[config.mk]
export PLATFORM = sky130hd
export DESIGN_NAME = id_stage_flat
export DESIGN_NICKNAME = d
export VERILOG_FILES = /design/src/rtl/id_stage_pkg.sv /design/src/rtl/id_stage_if.sv /design/src/rtl/id_stage_decode.sv /design/src/rtl/id_stage.sv /design/src/flat_wrapper.sv
export SDC_FILE = /design/constraint.sdc
export NUM_CORES = 1
export LEC_CHECK = 0
export CAP_MARGIN = 20
export CORE_MARGIN = 4
export CORE_UTILIZATION = 30
export CTS_BUF_LIST = sky130_fd_sc_hd__clkbuf_4
export CTS_CLUSTER_DIAMETER = 120
export DETAILED_ROUTE_END_ITERATION = 10
export GPL_TIMING_DRIVEN = 1
export PLACE_DENSITY = 0.74
export SYNTH_ARGS = -nofsm -noshare
export SYNTH_HDL_FRONTEND = slang
export SYNTH_HIERARCHICAL = 1
export SYNTH_SLANG_ARGS = --single-unit
[constraint.sdc]
create_clock -name clk -period 3.8 [get_ports clk]
set_input_delay 1.14 -clock clk [delete_from_list [all_inputs] [get_ports clk]]
set_output_delay 1.14 -clock clk [all_outputs]
set_load 0.05 [all_outputs]
[src/rtl/id_stage_pkg.sv]
// Shared CPU encodings: opcodes, funct codes, ALU operations and the decode bundle
// passed from id_decode to the ID/EX register.
package cpu_defs;

  localparam logic [5:0] OP_SPECIAL = 6'h00;
  localparam logic [5:0] OP_ADDIU   = 6'h09;
  localparam logic [5:0] OP_ANDI    = 6'h0C;
  localparam logic [5:0] OP_ORI     = 6'h0D;
  localparam logic [5:0] OP_XORI    = 6'h0E;
  localparam logic [5:0] OP_LUI     = 6'h0F;
  localparam logic [5:0] OP_LW      = 6'h23;
  localparam logic [5:0] OP_SW      = 6'h2B;

  localparam logic [5:0] FN_SLL  = 6'h00;
  localparam logic [5:0] FN_SRL  = 6'h02;
  localparam logic [5:0] FN_ADDU = 6'h21;
  localparam logic [5:0] FN_SUBU = 6'h23;
  localparam logic [5:0] FN_AND  = 6'h24;
  localparam logic [5:0] FN_OR   = 6'h25;
  localparam logic [5:0] FN_XOR  = 6'h26;
  localparam logic [5:0] FN_SLT  = 6'h2A;

  typedef enum logic [3:0] {
    ALU_ADD = 4'd0,
    ALU_SUB = 4'd1,
    ALU_AND = 4'd2,
    ALU_OR  = 4'd3,
    ALU_XOR = 4'd4,
    ALU_SLT = 4'd5,
    ALU_SLL = 4'd6,
    ALU_SRL = 4'd7
  } alu_op_e;

  typedef enum logic [1:0] {
    OP1_RS   = 2'd0,
    OP1_RT   = 2'd1,
    OP1_ZERO = 2'd2
  } op1_sel_e;

  typedef enum logic {
    OP2_RT  = 1'b0,
    OP2_IMM = 1'b1
  } op2_sel_e;

  typedef struct packed {
    alu_op_e     aluop;
    op1_sel_e    op1_sel;
    op2_sel_e    op2_sel;
    logic [31:0] imm;
    logic [4:0]  rs;
    logic [4:0]  rt;
    logic        re1;
    logic        re2;
    logic [4:0]  waddr;
    logic        we;
    logic        mem_rd;
    logic        mem_wr;
    logic        illegal;
  } dec_t;

  function automatic logic [31:0] sext16(input logic [15:0] v);
    logic signed [15:0] s;
    s = v;
    return 32'(s);
  endfunction

endpackage

[src/rtl/id_stage_if.sv]
// Bundle of IF/ID, regfile, forwarding and ID/EX signals around the decode stage.
interface id_stage_if;
  logic        if_valid;
  logic [31:0] if_inst;
  logic [31:0] if_pc;
  logic        id_stall;
  logic        ex_stall;
  logic        flush;
  logic        re1;
  logic        re2;
  logic [4:0]  raddr1;
  logic [4:0]  raddr2;
  logic [31:0] rdata1;
  logic [31:0] rdata2;
  logic        fw_ex_we;
  logic        fw_ex_load;
  logic [4:0]  fw_ex_waddr;
  logic [31:0] fw_ex_wdata;
  logic        fw_mem_we;
  logic [4:0]  fw_mem_waddr;
  logic [31:0] fw_mem_wdata;
  logic        ex_valid;
  logic [3:0]  ex_aluop;
  logic [31:0] ex_opnd1;
  logic [31:0] ex_opnd2;
  logic        ex_we;
  logic [4:0]  ex_waddr;
  logic        ex_mem_rd;
  logic        ex_mem_wr;
  logic [31:0] ex_store_data;
  logic [31:0] ex_pc;

  modport slave (
    input  if_valid, if_inst, if_pc, ex_stall, flush, rdata1, rdata2,
           fw_ex_we, fw_ex_load, fw_ex_waddr, fw_ex_wdata,
           fw_mem_we, fw_mem_waddr, fw_mem_wdata,
    output id_stall, re1, re2, raddr1, raddr2,
           ex_valid, ex_aluop, ex_opnd1, ex_opnd2, ex_we, ex_waddr,
           ex_mem_rd, ex_mem_wr, ex_store_data, ex_pc
  );

  modport master (
    output if_valid, if_inst, if_pc, ex_stall, flush, rdata1, rdata2,
           fw_ex_we, fw_ex_load, fw_ex_waddr, fw_ex_wdata,
           fw_mem_we, fw_mem_waddr, fw_mem_wdata,
    input  id_stall, re1, re2, raddr1, raddr2,
           ex_valid, ex_aluop, ex_opnd1, ex_opnd2, ex_we, ex_waddr,
           ex_mem_rd, ex_mem_wr, ex_store_data, ex_pc
  );
endinterface

[src/rtl/id_stage_decode.sv]
// Combinational MIPS-subset decoder: operation, operand selection, immediate,
// read enables, destination, memory flags and an illegal-encoding flag.
module id_decode
  import cpu_defs::*;
(
  input  logic [31:0] i_inst,
  output dec_t        o_dec
);

  logic [5:0]  w_op;
  logic [5:0]  w_funct;
  logic [4:0]  w_rd;
  logic [4:0]  w_shamt;
  logic [15:0] w_imm;

  assign w_op    = i_inst[31:26];
  assign w_funct = i_inst[5:0];
  assign w_rd    = i_inst[15:11];
  assign w_shamt = i_inst[10:6];
  assign w_imm   = i_inst[15:0];

  always_comb begin
    o_dec         = '0;
    o_dec.aluop   = ALU_ADD;
    o_dec.op1_sel = OP1_RS;
    o_dec.op2_sel = OP2_IMM;
    o_dec.rs      = i_inst[25:21];
    o_dec.rt      = i_inst[20:16];
    case (w_op)
      OP_SPECIAL: begin
        o_dec.re1     = 1'b1;
        o_dec.re2     = 1'b1;
        o_dec.op2_sel = OP2_RT;
        o_dec.waddr   = w_rd;
        o_dec.we      = 1'b1;
        case (w_funct)
          FN_ADDU: o_dec.aluop = ALU_ADD;
          FN_SUBU: o_dec.aluop = ALU_SUB;
          FN_AND:  o_dec.aluop = ALU_AND;
          FN_OR:   o_dec.aluop = ALU_OR;
          FN_XOR:  o_dec.aluop = ALU_XOR;
          FN_SLT:  o_dec.aluop = ALU_SLT;
          FN_SLL, FN_SRL: begin
            // Shifts take the value from rt and the amount from shamt; rs is unused.
            o_dec.aluop   = (w_funct == FN_SLL) ? ALU_SLL : ALU_SRL;
            o_dec.re1     = 1'b0;
            o_dec.op1_sel = OP1_RT;
            o_dec.op2_sel = OP2_IMM;
            o_dec.imm     = {27'b0, w_shamt};
          end
          default: begin
            o_dec.re1     = 1'b0;
            o_dec.re2     = 1'b0;
            o_dec.we      = 1'b0;
            o_dec.waddr   = '0;
            o_dec.illegal = 1'b1;
          end
        endcase
      end
      OP_ADDIU, OP_LW: begin
        o_dec.re1    = 1'b1;
        o_dec.imm    = sext16(w_imm);
        o_dec.waddr  = o_dec.rt;
        o_dec.we     = 1'b1;
        o_dec.mem_rd = (w_op == OP_LW);
      end
      OP_SW: begin
        o_dec.re1    = 1'b1;
        o_dec.re2    = 1'b1;
        o_dec.imm    = sext16(w_imm);
        o_dec.mem_wr = 1'b1;
      end
      OP_ANDI, OP_ORI, OP_XORI: begin
        o_dec.re1   = 1'b1;
        o_dec.imm   = {16'b0, w_imm};
        o_dec.waddr = o_dec.rt;
        o_dec.we    = 1'b1;
        o_dec.aluop = (w_op == OP_ANDI) ? ALU_AND :
                      (w_op == OP_ORI)  ? ALU_OR  : ALU_XOR;
      end
      OP_LUI: begin
        o_dec.op1_sel = OP1_ZERO;
        o_dec.imm     = {w_imm, 16'b0};
        o_dec.aluop   = ALU_OR;
        o_dec.waddr   = o_dec.rt;
        o_dec.we      = 1'b1;
      end
      default: o_dec.illegal = 1'b1;
    endcase
    if (o_dec.waddr == 5'd0) o_dec.we = 1'b0;
  end

endmodule

[src/rtl/id_stage.sv]
// Decode stage: regfile read requests, EX/MEM operand forwarding, load-use stall
// and the ID/EX pipeline register with stall/flush control.
module id_stage
  import cpu_defs::*;
(
  input  logic       clk,
  input  logic       rst,
  id_stage_if.slave  bus
);

  dec_t        w_dec;
  logic        w_re1;
  logic        w_re2;
  logic [31:0] w_rs_val;
  logic [31:0] w_rt_val;
  logic [31:0] w_opnd1;
  logic [31:0] w_opnd2;
  logic        w_load_use;
  logic        w_issue;

  logic        r_vld_p1;
  logic [3:0]  r_aluop_p1;
  logic [31:0] r_opnd1_p1;
  logic [31:0] r_opnd2_p1;
  logic        r_we_p1;
  logic [4:0]  r_waddr_p1;
  logic        r_mem_rd_p1;
  logic        r_mem_wr_p1;
  logic [31:0] r_store_data_p1;
  logic [31:0] r_pc_p1;

  function automatic logic [31:0] fwd_sel(
    input logic [4:0]  addr,
    input logic [31:0] rf_data,
    input logic        ex_we,
    input logic [4:0]  ex_addr,
    input logic [31:0] ex_data,
    input logic        mem_we,
    input logic [4:0]  mem_addr,
    input logic [31:0] mem_data
  );
    if (addr == 5'd0)                    return 32'd0;
    else if (ex_we && ex_addr == addr)   return ex_data;
    else if (mem_we && mem_addr == addr) return mem_data;
    else                                 return rf_data;
  endfunction

  id_decode u_decode (
    .i_inst (bus.if_inst),
    .o_dec  (w_dec)
  );

  assign w_re1      = bus.if_valid & w_dec.re1;
  assign w_re2      = bus.if_valid & w_dec.re2;
  assign bus.re1    = w_re1;
  assign bus.re2    = w_re2;
  assign bus.raddr1 = bus.if_valid ? w_dec.rs : 5'd0;
  assign bus.raddr2 = bus.if_valid ? w_dec.rt : 5'd0;

  assign w_rs_val = fwd_sel(w_dec.rs, bus.rdata1, bus.fw_ex_we, bus.fw_ex_waddr, bus.fw_ex_wdata,
                            bus.fw_mem_we, bus.fw_mem_waddr, bus.fw_mem_wdata);
  assign w_rt_val = fwd_sel(w_dec.rt, bus.rdata2, bus.fw_ex_we, bus.fw_ex_waddr, bus.fw_ex_wdata,
                            bus.fw_mem_we, bus.fw_mem_waddr, bus.fw_mem_wdata);

  // A load in EX cannot forward this cycle; only sources actually read can collide.
  assign w_load_use = bus.if_valid && bus.fw_ex_load && bus.fw_ex_we && (bus.fw_ex_waddr != 5'd0) &&
                      ((w_re1 && (w_dec.rs == bus.fw_ex_waddr)) ||
                       (w_re2 && (w_dec.rt == bus.fw_ex_waddr)));
  assign bus.id_stall = w_load_use | bus.ex_stall;
  assign w_issue      = bus.if_valid && !w_load_use && !w_dec.illegal;

  always_comb begin
    w_opnd1 = w_rs_val;
    case (w_dec.op1_sel)
      OP1_RT:   w_opnd1 = w_rt_val;
      OP1_ZERO: w_opnd1 = 32'd0;
      default:  w_opnd1 = w_rs_val;
    endcase
    w_opnd2 = (w_dec.op2_sel == OP2_RT) ? w_rt_val : w_dec.imm;
  end

  // ID/EX boundary
  always_ff @(posedge clk or negedge rst) begin
    if (!rst) begin
      r_vld_p1        <= 1'b0;
      r_aluop_p1      <= '0;
      r_opnd1_p1      <= '0;
      r_opnd2_p1      <= '0;
      r_we_p1         <= 1'b0;
      r_waddr_p1      <= '0;
      r_mem_rd_p1     <= 1'b0;
      r_mem_wr_p1     <= 1'b0;
      r_store_data_p1 <= '0;
      r_pc_p1         <= '0;
    end else if (bus.flush) begin
      r_vld_p1    <= 1'b0;
      r_we_p1     <= 1'b0;
      r_mem_rd_p1 <= 1'b0;
      r_mem_wr_p1 <= 1'b0;
    end else if (!bus.ex_stall) begin
      r_vld_p1        <= w_issue;
      r_aluop_p1      <= w_issue ? w_dec.aluop  : 4'd0;
      r_opnd1_p1      <= w_issue ? w_opnd1      : 32'd0;
      r_opnd2_p1      <= w_issue ? w_opnd2      : 32'd0;
      r_we_p1         <= w_issue && w_dec.we;
      r_waddr_p1      <= w_issue ? w_dec.waddr  : 5'd0;
      r_mem_rd_p1     <= w_issue && w_dec.mem_rd;
      r_mem_wr_p1     <= w_issue && w_dec.mem_wr;
      r_store_data_p1 <= w_issue ? w_rt_val     : 32'd0;
      r_pc_p1         <= w_issue ? bus.if_pc    : 32'd0;
    end
  end

  assign bus.ex_valid      = r_vld_p1;
  assign bus.ex_aluop      = r_aluop_p1;
  assign bus.ex_opnd1      = r_opnd1_p1;
  assign bus.ex_opnd2      = r_opnd2_p1;
  assign bus.ex_we         = r_we_p1;
  assign bus.ex_waddr      = r_waddr_p1;
  assign bus.ex_mem_rd     = r_mem_rd_p1;
  assign bus.ex_mem_wr     = r_mem_wr_p1;
  assign bus.ex_store_data = r_store_data_p1;
  assign bus.ex_pc         = r_pc_p1;

endmodule

[src/flat_wrapper.sv]
// flat-port wrapper written by rule: the top's interface ports become plain ports
module id_stage_flat import cpu_defs::*;
  (clk, rst, bus_if_valid, bus_if_inst, bus_if_pc, bus_ex_stall, bus_flush, bus_rdata1, bus_rdata2, bus_fw_ex_we, bus_fw_ex_load, bus_fw_ex_waddr, bus_fw_ex_wdata, bus_fw_mem_we, bus_fw_mem_waddr, bus_fw_mem_wdata, bus_id_stall, bus_re1, bus_re2, bus_raddr1, bus_raddr2, bus_ex_valid, bus_ex_aluop, bus_ex_opnd1, bus_ex_opnd2, bus_ex_we, bus_ex_waddr, bus_ex_mem_rd, bus_ex_mem_wr, bus_ex_store_data, bus_ex_pc);
  id_stage_if bus_i ();
  input  logic clk;
  input  logic rst;
  input wire logic [$bits(bus_i.if_valid)-1:0] bus_if_valid;
  input wire logic [$bits(bus_i.if_inst)-1:0] bus_if_inst;
  input wire logic [$bits(bus_i.if_pc)-1:0] bus_if_pc;
  input wire logic [$bits(bus_i.ex_stall)-1:0] bus_ex_stall;
  input wire logic [$bits(bus_i.flush)-1:0] bus_flush;
  input wire logic [$bits(bus_i.rdata1)-1:0] bus_rdata1;
  input wire logic [$bits(bus_i.rdata2)-1:0] bus_rdata2;
  input wire logic [$bits(bus_i.fw_ex_we)-1:0] bus_fw_ex_we;
  input wire logic [$bits(bus_i.fw_ex_load)-1:0] bus_fw_ex_load;
  input wire logic [$bits(bus_i.fw_ex_waddr)-1:0] bus_fw_ex_waddr;
  input wire logic [$bits(bus_i.fw_ex_wdata)-1:0] bus_fw_ex_wdata;
  input wire logic [$bits(bus_i.fw_mem_we)-1:0] bus_fw_mem_we;
  input wire logic [$bits(bus_i.fw_mem_waddr)-1:0] bus_fw_mem_waddr;
  input wire logic [$bits(bus_i.fw_mem_wdata)-1:0] bus_fw_mem_wdata;
  output wire logic [$bits(bus_i.id_stall)-1:0] bus_id_stall;
  output wire logic [$bits(bus_i.re1)-1:0] bus_re1;
  output wire logic [$bits(bus_i.re2)-1:0] bus_re2;
  output wire logic [$bits(bus_i.raddr1)-1:0] bus_raddr1;
  output wire logic [$bits(bus_i.raddr2)-1:0] bus_raddr2;
  output wire logic [$bits(bus_i.ex_valid)-1:0] bus_ex_valid;
  output wire logic [$bits(bus_i.ex_aluop)-1:0] bus_ex_aluop;
  output wire logic [$bits(bus_i.ex_opnd1)-1:0] bus_ex_opnd1;
  output wire logic [$bits(bus_i.ex_opnd2)-1:0] bus_ex_opnd2;
  output wire logic [$bits(bus_i.ex_we)-1:0] bus_ex_we;
  output wire logic [$bits(bus_i.ex_waddr)-1:0] bus_ex_waddr;
  output wire logic [$bits(bus_i.ex_mem_rd)-1:0] bus_ex_mem_rd;
  output wire logic [$bits(bus_i.ex_mem_wr)-1:0] bus_ex_mem_wr;
  output wire logic [$bits(bus_i.ex_store_data)-1:0] bus_ex_store_data;
  output wire logic [$bits(bus_i.ex_pc)-1:0] bus_ex_pc;
  assign bus_i.if_valid = bus_if_valid;
  assign bus_i.if_inst = bus_if_inst;
  assign bus_i.if_pc = bus_if_pc;
  assign bus_i.ex_stall = bus_ex_stall;
  assign bus_i.flush = bus_flush;
  assign bus_i.rdata1 = bus_rdata1;
  assign bus_i.rdata2 = bus_rdata2;
  assign bus_i.fw_ex_we = bus_fw_ex_we;
  assign bus_i.fw_ex_load = bus_fw_ex_load;
  assign bus_i.fw_ex_waddr = bus_fw_ex_waddr;
  assign bus_i.fw_ex_wdata = bus_fw_ex_wdata;
  assign bus_i.fw_mem_we = bus_fw_mem_we;
  assign bus_i.fw_mem_waddr = bus_fw_mem_waddr;
  assign bus_i.fw_mem_wdata = bus_fw_mem_wdata;
  assign bus_id_stall = bus_i.id_stall;
  assign bus_re1 = bus_i.re1;
  assign bus_re2 = bus_i.re2;
  assign bus_raddr1 = bus_i.raddr1;
  assign bus_raddr2 = bus_i.raddr2;
  assign bus_ex_valid = bus_i.ex_valid;
  assign bus_ex_aluop = bus_i.ex_aluop;
  assign bus_ex_opnd1 = bus_i.ex_opnd1;
  assign bus_ex_opnd2 = bus_i.ex_opnd2;
  assign bus_ex_we = bus_i.ex_we;
  assign bus_ex_waddr = bus_i.ex_waddr;
  assign bus_ex_mem_rd = bus_i.ex_mem_rd;
  assign bus_ex_mem_wr = bus_i.ex_mem_wr;
  assign bus_ex_store_data = bus_i.ex_store_data;
  assign bus_ex_pc = bus_i.ex_pc;
  id_stage u_core (.clk(clk), .rst(rst), .bus(bus_i));
endmodule
# --- Word level (Yosys, flattened, before mapping) ---
# Index checks and enable logic that the tools add are counted.
# Widths: inputs -> output; s select.
word_totals:
  regBits: 141
  output_inout_bits: 154
  elab_cells: 115
classes:
  n_eq_ne: 23
  mux: 43
  n_bitwise: 5
  reduce_logical: 34
op_table:
  columns: ["op", "n"]
  rows:
  - ["$mux 32", 11]
  - ["$pmux 32 s4", 1]
  - ["$pmux 32 s2", 1]
  - ["$eq 6x6->1 const B", 8]
  - ["$mux 34", 1]
  - ["$eq 5x5->1", 6]
  - ["$eq 6x4->1 const B", 5]
  - ["$pmux 3 s6", 1]
  - ["$reduce_or 6->1", 3]
  - ["$logic_and 1x1->1", 15]
  - ["$logic_not 5->1", 3]
  - ["$mux 1", 15]
  - ["$mux 5", 3]
  - ["$logic_not 6->1", 2]
  - ["$pmux 4 s3", 1]
  - ["$pmux 6 s2", 1]
  - ["$reduce_or 8->1", 1]
  - ["$mux 7", 1]
  - ["$reduce_or 7->1", 1]
  - ["$eq 6x2->1 const B", 1]
  - ["$mux 3", 2]
  - ["$pmux 1 s2", 3]
  - ["$reduce_or 3->1", 2]
  - ["$reduce_bool 5->1", 1]
  - ["other kinds (12)", 16]

# --- Logic depth before layout (Yosys ltp) ---
# Gate-level depths: netlist of the first run.
logic_depth:
  ltp_word: 14
  ltp_mapped: 12

# --- Hierarchy ---
# The synthesis of the first run kept the hierarchy.
modules_own_cells:
  columns: ["mod", "instances", "cells_each", "area_per_inst_um2", "seq_area_each_um2"]
  rows:
  - ["id_stage", 1, 670, 7088.0, 3528.4]
  - ["id_decode", 1, 129, 832.0, 0.0]

# --- Worst setup path after synthesis of the first run ---
# No wires, ideal clock.
synth_timing:
  kind: "input-to-output"
  start: "input port bus_if_inst[30]"
  end: "output port bus_id_stall"
  arrival_ns: 2.999
  t_required_ns: 2.660
  setup_slack_ns: -0.339
  stages: 8
  path_buffers: 1
  cell_sequence: "buf_2 > or3_1 > nor3_2 > o211ai_1 > nand2_1 > inv_1 > nor4_1 > or3_1"
synth_rtl:
  columns: ["item", "line", "text"]
  rows:
  - ["start: declaration", "flat_wrapper.sv:8", "input wire logic [$bits(bus_i.if_inst)-1:0] bus_if_inst;"]
  - ["end: declaration", "flat_wrapper.sv:21", "output wire logic [$bits(bus_i.id_stall)-1:0] bus_id_stall;"]

==> summary.md, run 1 <==
| Metric | Value |
|---|---|
| Largest net degree at the start of global routing | 75 |
| Antenna Violating Nets Remaining | 0 |
| Avg WL per Cell | 22.4 um |
| Final #Nets | 1,391 |
| WS Path Type | input port to output port |
| Area of the die | 29,100 um^2 |
| Synthesized-area fraction occupied by adder cells | 0.158% |
| Via count | 8,293 |
| Synthesized flop and latch total | 141 |
| Status | finished, violations left |
| Startpoint types | input port |
| DRC | 0 |
| Worst skew pair latency | 550 ps |
| Final Hold Fails | 0 |
| Required @ worst endpoint | 2660 ps |
| Peak supply drop | 0.136 mV |
| CP max stage delay | 400 ps |
| Fin crit period | 3890 ps |
| Synth Area per Inst | 9.91 um^2 |
| Routability cong. | 0.875 |
| Total leakage power | 5.83 nW |
| GR Layer Usage met1 | 28.9% |
| 1st-iter DRT viols | 600 |
| Area after DPL | 12,500 um^2 |
| Die outline height | 170 um |
| Fmax | 0.257 GHz |
| PD cells | 271 nW/um^2 |
| Worst slew pin tran | 816 ps |
| Simple-gate portion of the synthesized area | 16.1% |
| # port buffers | 363 |
| Largest family of logic cells by synthesized area | compound AO/OA/AOI/OAI gates |
| CP Cell Sequence | buf_2 -> or3_4 -> nor3_4 -> o211ai_1 -> nand3b_1 -> nand3_1 -> nor3_2 -> or3_4 -> buf_12 |
| Num rows | 59 |
| CP max-delay cell | or3_4 |
| CTS Buffer Depth | 2 |
| CTS Hold Bufs | 0 |
| # IOs | 364 |
| Drt first pass iters | 5 |
| Yosys cell types | 51 |
| End of the critical path | bus_id_stall |
| Die width | 170 um |
| Post-synth EDFFs | 0 |
| H-tree levels | 4 |
| XOR/XNOR share of the synthesized area | 2.43% |
| CP top delay family | simple AND/OR/NAND/NOR gates |
| GRT Overall Usage | 22.6% |
| Stages on worst setup path | 9 |
| Remaining Overflow, GRT | 0 |
| Proportion of layout cells with a drive suffix above 1 | 14.0% |
| Async set-reset flop share out of synthesis | 100% |
| Initial antenna violation count | 1 |
| Failing checks | setup timing |
| Critical path origin | bus_if_inst[30] |
| Top_reg_cell synth | dfrtp_1 |
| Final instance area | 12,900 um^2 |
| Clock edge transition at the registers on the reported setup and hold paths | 160 ps |
| Worst reg2reg endpoint | u_core/bus.ex_opnd2[0] |
| Pwr Total | 3.49 mW |
| Final cell count without fillers | 1,530 |
| Global Route met2 Usage | 37.3% |
| Hpwl dp | 25,500 um |
| Vias per cell | 5.42 |
| Worst path buffer plus inverter count | 2 |
| Clk_skew | 0 ps |
| CTS sink count | 141 |
| Synth warnings | 6 |
| Worst Slack Setup Final | -90.0 ps |
| First-pass GRT wire length | 50,400 um |
| Worst Setup End Kind | output port |
| Starting utilization of the core area | 30.5% |
| Crit share post-route | 102% |
| RSZ-0062 raised after global routing | true |
| Hold crit path type | input port to asynchronous set/reset pin |
| Mapped Cells | 799 |
| Mapped cell area | 7920 um^2 |
| Routed wire length | 34,200 um |
| Reg2reg path depth | 2 |
| CTS tree | yes |
| Post-synthesis compound-gate area fraction | 27.1% |
| Most frequent CP cell | or3_4 |
| M3 GR Usage | 6.60% |
| CTS buffer count | 17 |
| Vias in the first global route | 8,372 |
| WP data arrival | 2750 ps |
| Core footprint | 26,000 um^2 |
| Reg-to-reg setup timing slack | 2810 ps |
| Slew Limit Fails | 0 |
| Synthesized net count | 1,010 |
| RR Startpoint | u_core/bus.ex_opnd2[0] |
| Slew margin rel. | 45.6% |
| Setup Viol. Count Final | 1 |
| Max Cap Viol | 0 |
| CP Max Fanout | 3 |
| Multiplexer area fraction after synthesis | 4.17% |
| Seq/Total Area, Yosys | 44.5% |
| Most Crowded Layer GR | met2 |
| Area growth from synthesis to final layout | 62.6% |
| Inst Count DP | 1,485 |
| Fillers | 2,426 |
| Root Buffer | clkbuf_4 |
report_power, final:
part	switching, mW	total (mW)	internal, mW
Sequential	0.0197	1.55	1.53
Combinational	0.439	0.828	0.389
Clock	0.686	1.11	0.428
area by class of cell:
cell class                      count  area [um^2]  area share (%)
Tap cell                          335          419            3.26
Clock inverter                     15          200            1.55
Sequential cell                   141         3530            27.4
Timing Repair Buffer              446         4490            34.9
Antenna cell                        2         5.00          0.0389
Inverter                            6         22.5           0.175
Multi-Input combinational cell    568         4080            31.7
Clock buffer                       17          128           0.991
how the worst min path moves through the flow:
stage / to / slack, ps / cells past startpoint
after floorplan: u_core/bus.ex_valid / 740 / 2
after global routing: u_core/bus.ex_aluop[0] / 450 / 1
after CTS: u_core/bus.ex_aluop[0] / 440 / 1
after detailed placement: u_core/bus.ex_valid / 470 / 2
final: u_core/bus.ex_aluop[0] / 470 / 1
after global placement: u_core/bus.ex_valid / 460 / 2
cells in the final DEF, fill, tap and decap left out, types with 25 or more instances in the layout:
cell type	Yosys	layout
a31oi_1	33	33
a22o_1	87	87
buf_12	0	25
a2111oi_0	32	32
a221o_1	64	64
mux2i_1	33	33
dfrtp_1	141	141
nor2_1	76	73
and2_1	56	57
nand2_1	78	78
buf_4	12	68
clkdlybuf4s50_1	0	333
Yosys cell counts, types with 2 or more instances:
library cell / number / area [um^2]
a22o_1: 87 / 762
and2_1: 56 / 350
and3_1: 3 / 18.8
a2111oi_0: 32 / 280
a21o_1: 17 / 128
clkbuf_1: 53 / 199
nor2b_1: 3 / 18.8
or4_1: 5 / 37.5
xor2_1: 6 / 52.6
nor3_1: 8 / 40.0
o21ai_0: 4 / 20.0
dfrtp_1: 141 / 3530
nand2b_1: 3 / 18.8
nand2_1: 78 / 293
xnor2_1: 16 / 140
a31oi_1: 33 / 206
inv_1: 5 / 18.8
nor2_1: 76 / 285
or2_2: 2 / 12.5
a221o_1: 64 / 641
mux2i_1: 33 / 330
buf_4: 12 / 90.1
a21oi_1: 4 / 20.0
buf_6: 4 / 45.0
nor4_1: 3 / 18.8
or3_1: 4 / 25.0
nand3_1: 8 / 40.0
nor3_2: 2 / 20.0
buf_2: 15 / 75.1
kinds of logic after synthesis:
family / after synthesis
simple gates: 260
compound gates: 251
flops: 141
buf+inv: 90
mux: 33
xor+xnor: 22
fa+ha+maj: 1
other cells: 1
sequential cells by signal, summed over array words and instances (netlist names):
name and count:
u_core/bus.ex_aluop 4, u_core/bus.ex_mem_rd 1, u_core/bus.ex_mem_wr 1, u_core/bus.ex_opnd1 32
u_core/bus.ex_opnd2 32, u_core/bus.ex_pc 32, u_core/bus.ex_store_data 32, u_core/bus.ex_valid 1
u_core/bus.ex_waddr 5, u_core/bus.ex_we 1
what timing repair did:
item	in CTS	in global routing
buffers inserted	8	2
resized for setup	59	3
endpoints found under the setup margin	3	1
pin swaps	10	3
stage by stage:
step | TNS, ps | util, % | setup slack [ps] | hold WS, ps
5_1_grt | -180 | 49.5 | -180 | 448
3_5_place_dp | -37110 | 48.0 | -504 | 472
4_1_cts | -49.9 | 49.4 | -49.9 | 441
6_report | -90.0 | 49.6 | -90.0 | 470
3_3_place_gp | -33010 | 48.0 | -422 | 462
2_1_floorplan | 0 | - | 1.20 | 741
layer usage:
metal	part of all wire, %	wire length [um]	vias to the layer above
met3	8.2	2810	39
met2	48	16400	355
met4	1.9	641	0
met1	42	14400	4113
li1	-	-	3786
met5	0	0	-
Power figures use the tool's default switching activity.
==> run 2: changes to the inputs <==
--- a/config.mk
+++ b/config.mk
@@ -5,6 +5,7 @@
 export SDC_FILE = /design/constraint.sdc
 export NUM_CORES = 1
 export LEC_CHECK = 0
+export ABC_AREA = 0
 export CAP_MARGIN = 20
 export CORE_MARGIN = 4
 export CORE_UTILIZATION = 30
==> results of run 2 <==
The final DEF is identical to that of run 1; final timing and power are the same.
==> run 3: changes to the inputs <==
--- a/config.mk
+++ b/config.mk
@@ -14,6 +14,7 @@
 export DETAILED_ROUTE_END_ITERATION = 10
 export GPL_TIMING_DRIVEN = 1
 export PLACE_DENSITY = 0.74
+export SLEW_MARGIN = 30
 export SYNTH_ARGS = -nofsm -noshare
 export SYNTH_HDL_FRONTEND = slang
 export SYNTH_HIERARCHICAL = 1
==> summary.md, run 3 (synthesis gave the netlist of run 1 again) <==
| Metric | Value |
|---|---|
| Status | finished, violations left |
| Failing checks | setup timing |
| PD cells | 272 nW/um^2 |
| Final cell count without fillers | 1,529 |
| Area after DPL | 12,500 um^2 |
| First-pass GRT wire length | 50,400 um |
| Die width | 170 um |
| Worst path buffer plus inverter count | 2 |
| H-tree levels | 4 |
| Slew Limit Fails | 0 |
| Multi-input logic area | 4080 um^2 |
| Die outline height | 170 um |
| RSZ-0062 raised after global routing | true |
| Setup Viol. Count Final | 1 |
| Initial antenna violation count | 1 |
| Reg2reg path depth | 2 |
| Via count | 8,282 |
| Sequential cell area | 3530 um^2 |
| Core footprint | 26,000 um^2 |
| Worst Slack Setup Final | -86.3 ps |
| 1st-iter DRT viols | 593 |
| Inst Count DP | 1,485 |
| Hold crit path type | input port to asynchronous set/reset pin |
| Antenna Violating Nets Remaining | 0 |
| Clock edge transition at the registers on the reported setup and hold paths | 160 ps |
| CP top delay family | simple AND/OR/NAND/NOR gates |
| CP max-delay cell | or3_4 |
| Root Buffer | clkbuf_4 |
| Vias in the first global route | 8,372 |
| Hpwl dp | 25,500 um |
| Required @ worst endpoint | 2660 ps |
| Fmax | 0.257 GHz |
| Startpoint types | input port |
| Pwr Total | 3.49 mW |
| Max Cap Viol | 0 |
| Remaining Overflow, GRT | 0 |
| # IOs | 364 |
| Final #Nets | 1,390 |
| Stages on worst setup path | 9 |
| CP max stage delay | 400 ps |
| CP Cell Sequence | buf_2 -> or3_4 -> nor3_4 -> o211ai_1 -> nand3b_1 -> nand3_1 -> nor3_2 -> or3_4 -> buf_12 |
| Fillers | 2,429 |
| Final TNS setup | -86.3 ps |
| WS Path Type | input port to output port |
| # port buffers | 363 |
| Crit share post-route | 102% |
| Clk_skew | 0 ps |
| Avg WL per Cell | 22.4 um |
| Worst slew pin tran | 816 ps |
| Starting utilization of the core area | 30.5% |
| Most common cell after layout, fill and taps aside | clkdlybuf4s50_1 |
| Peak supply drop | 0.136 mV |
| Worst skew pair latency | 550 ps |
| Num rows | 59 |
| Proportion of layout cells with a drive suffix above 1 | 14.0% |
| CTS Hold Bufs | 0 |
| Worst Setup End Kind | output port |
| CTS tree | yes |
| CTS buffer count | 17 |
| Final Hold Fails | 0 |
| DRC | 0 |
| CP Max Fanout | 3 |
| Drt first pass iters | 5 |
| CTS sink count | 141 |
| Most frequent cells in the layout | 333 x clkdlybuf4s50_1, 141 x dfrtp_1, 87 x a22o_1, 78 x nand2_1, 72 x nor2_1 |
| Area of the die | 29,100 um^2 |
| Routed wire length | 34,200 um |
| GRT Overall Usage | 22.6% |
| Largest net degree at the start of global routing | 75 |
| CTS Buffer Depth | 2 |
| Area growth from synthesis to final layout | 62.4% |
| Final instance area | 12,900 um^2 |
| Most frequent CP cell | or3_4 |
| Fin crit period | 3890 ps |
| Slew margin rel. | 45.6% |
| Vias per cell | 5.42 |
| Total leakage power | 5.83 nW |
| WP data arrival | 2750 ps |
| Routability cong. | 0.875 |
run 3: layout make-up:
type                    count  share of cell area [%]
clock inverters            15                    1.56
well taps                 335                    3.26
inverters                   6                   0.175
clock buffers              17                   0.992
diodes                      2                  0.0389
multi-input cells         568                    31.7
repair buffers            445                    34.8
flip-flops and latches    141                    27.4
run 3: path summary, 6_finish.rpt:
kind,from,slack [ps],endpoint
setup / recovery,bus_if_inst[30],-90,bus_id_stall
min in group clk,u_core/bus.ex_valid,510,u_core/bus.ex_valid
setup reg to reg,u_core/bus.ex_opnd2[0],2810,u_core/bus.ex_opnd2[0]
hold / removal,rst,470,u_core/bus.ex_aluop[0]
hold reg to reg,u_core/bus.ex_valid,510,u_core/bus.ex_valid
max in group asynchronous,rst,2520,u_core/bus.ex_opnd1[28]
run 3: power by group:
part / internal (mW) / switching, mW / leakage, nW
logic: 0.389 / 0.440 / 3.70
clock network: 0.428 / 0.685 / 0.170
registers: 1.53 / 0.0197 / 1.96
total: 2.35 / 1.14 / 5.83
run 3: worst register-to-register path, stage by stage (launching register included):
cell     delay [ps]
dfrtp_1         460
and2_1          170
a221o_1         260
run 3: per-layer routing:
layer,track usage (%),part of all wire [%],vias to the layer above
li1,-,-,3777
met1,28.9,42,4076
met2,37.3,48,388
met3,6.60,8.5,41
met4,6.28,1.9,0
met5,0,0,-
run 3: per-stage QoR:
| stage | utilization, % | hold WS, ps | setup WS (ps) |
|---|---|---|---|
| after floorplan | - | 741 | 1.20 |
| after global placement | 48.0 | 462 | -422 |
| after detailed placement | 48.0 | 472 | -504 |
| after CTS | 49.5 | 441 | -49.9 |
| after global routing | 49.5 | 448 | -180 |
| final | 49.5 | 473 | -86.3 |
run 3: what timing repair did:
item | CTS | global route
resized for setup | 59 | 3
pin swaps | 10 | 3
setup endpoints to repair | 3 | 1
buffers inserted | 8 | 2
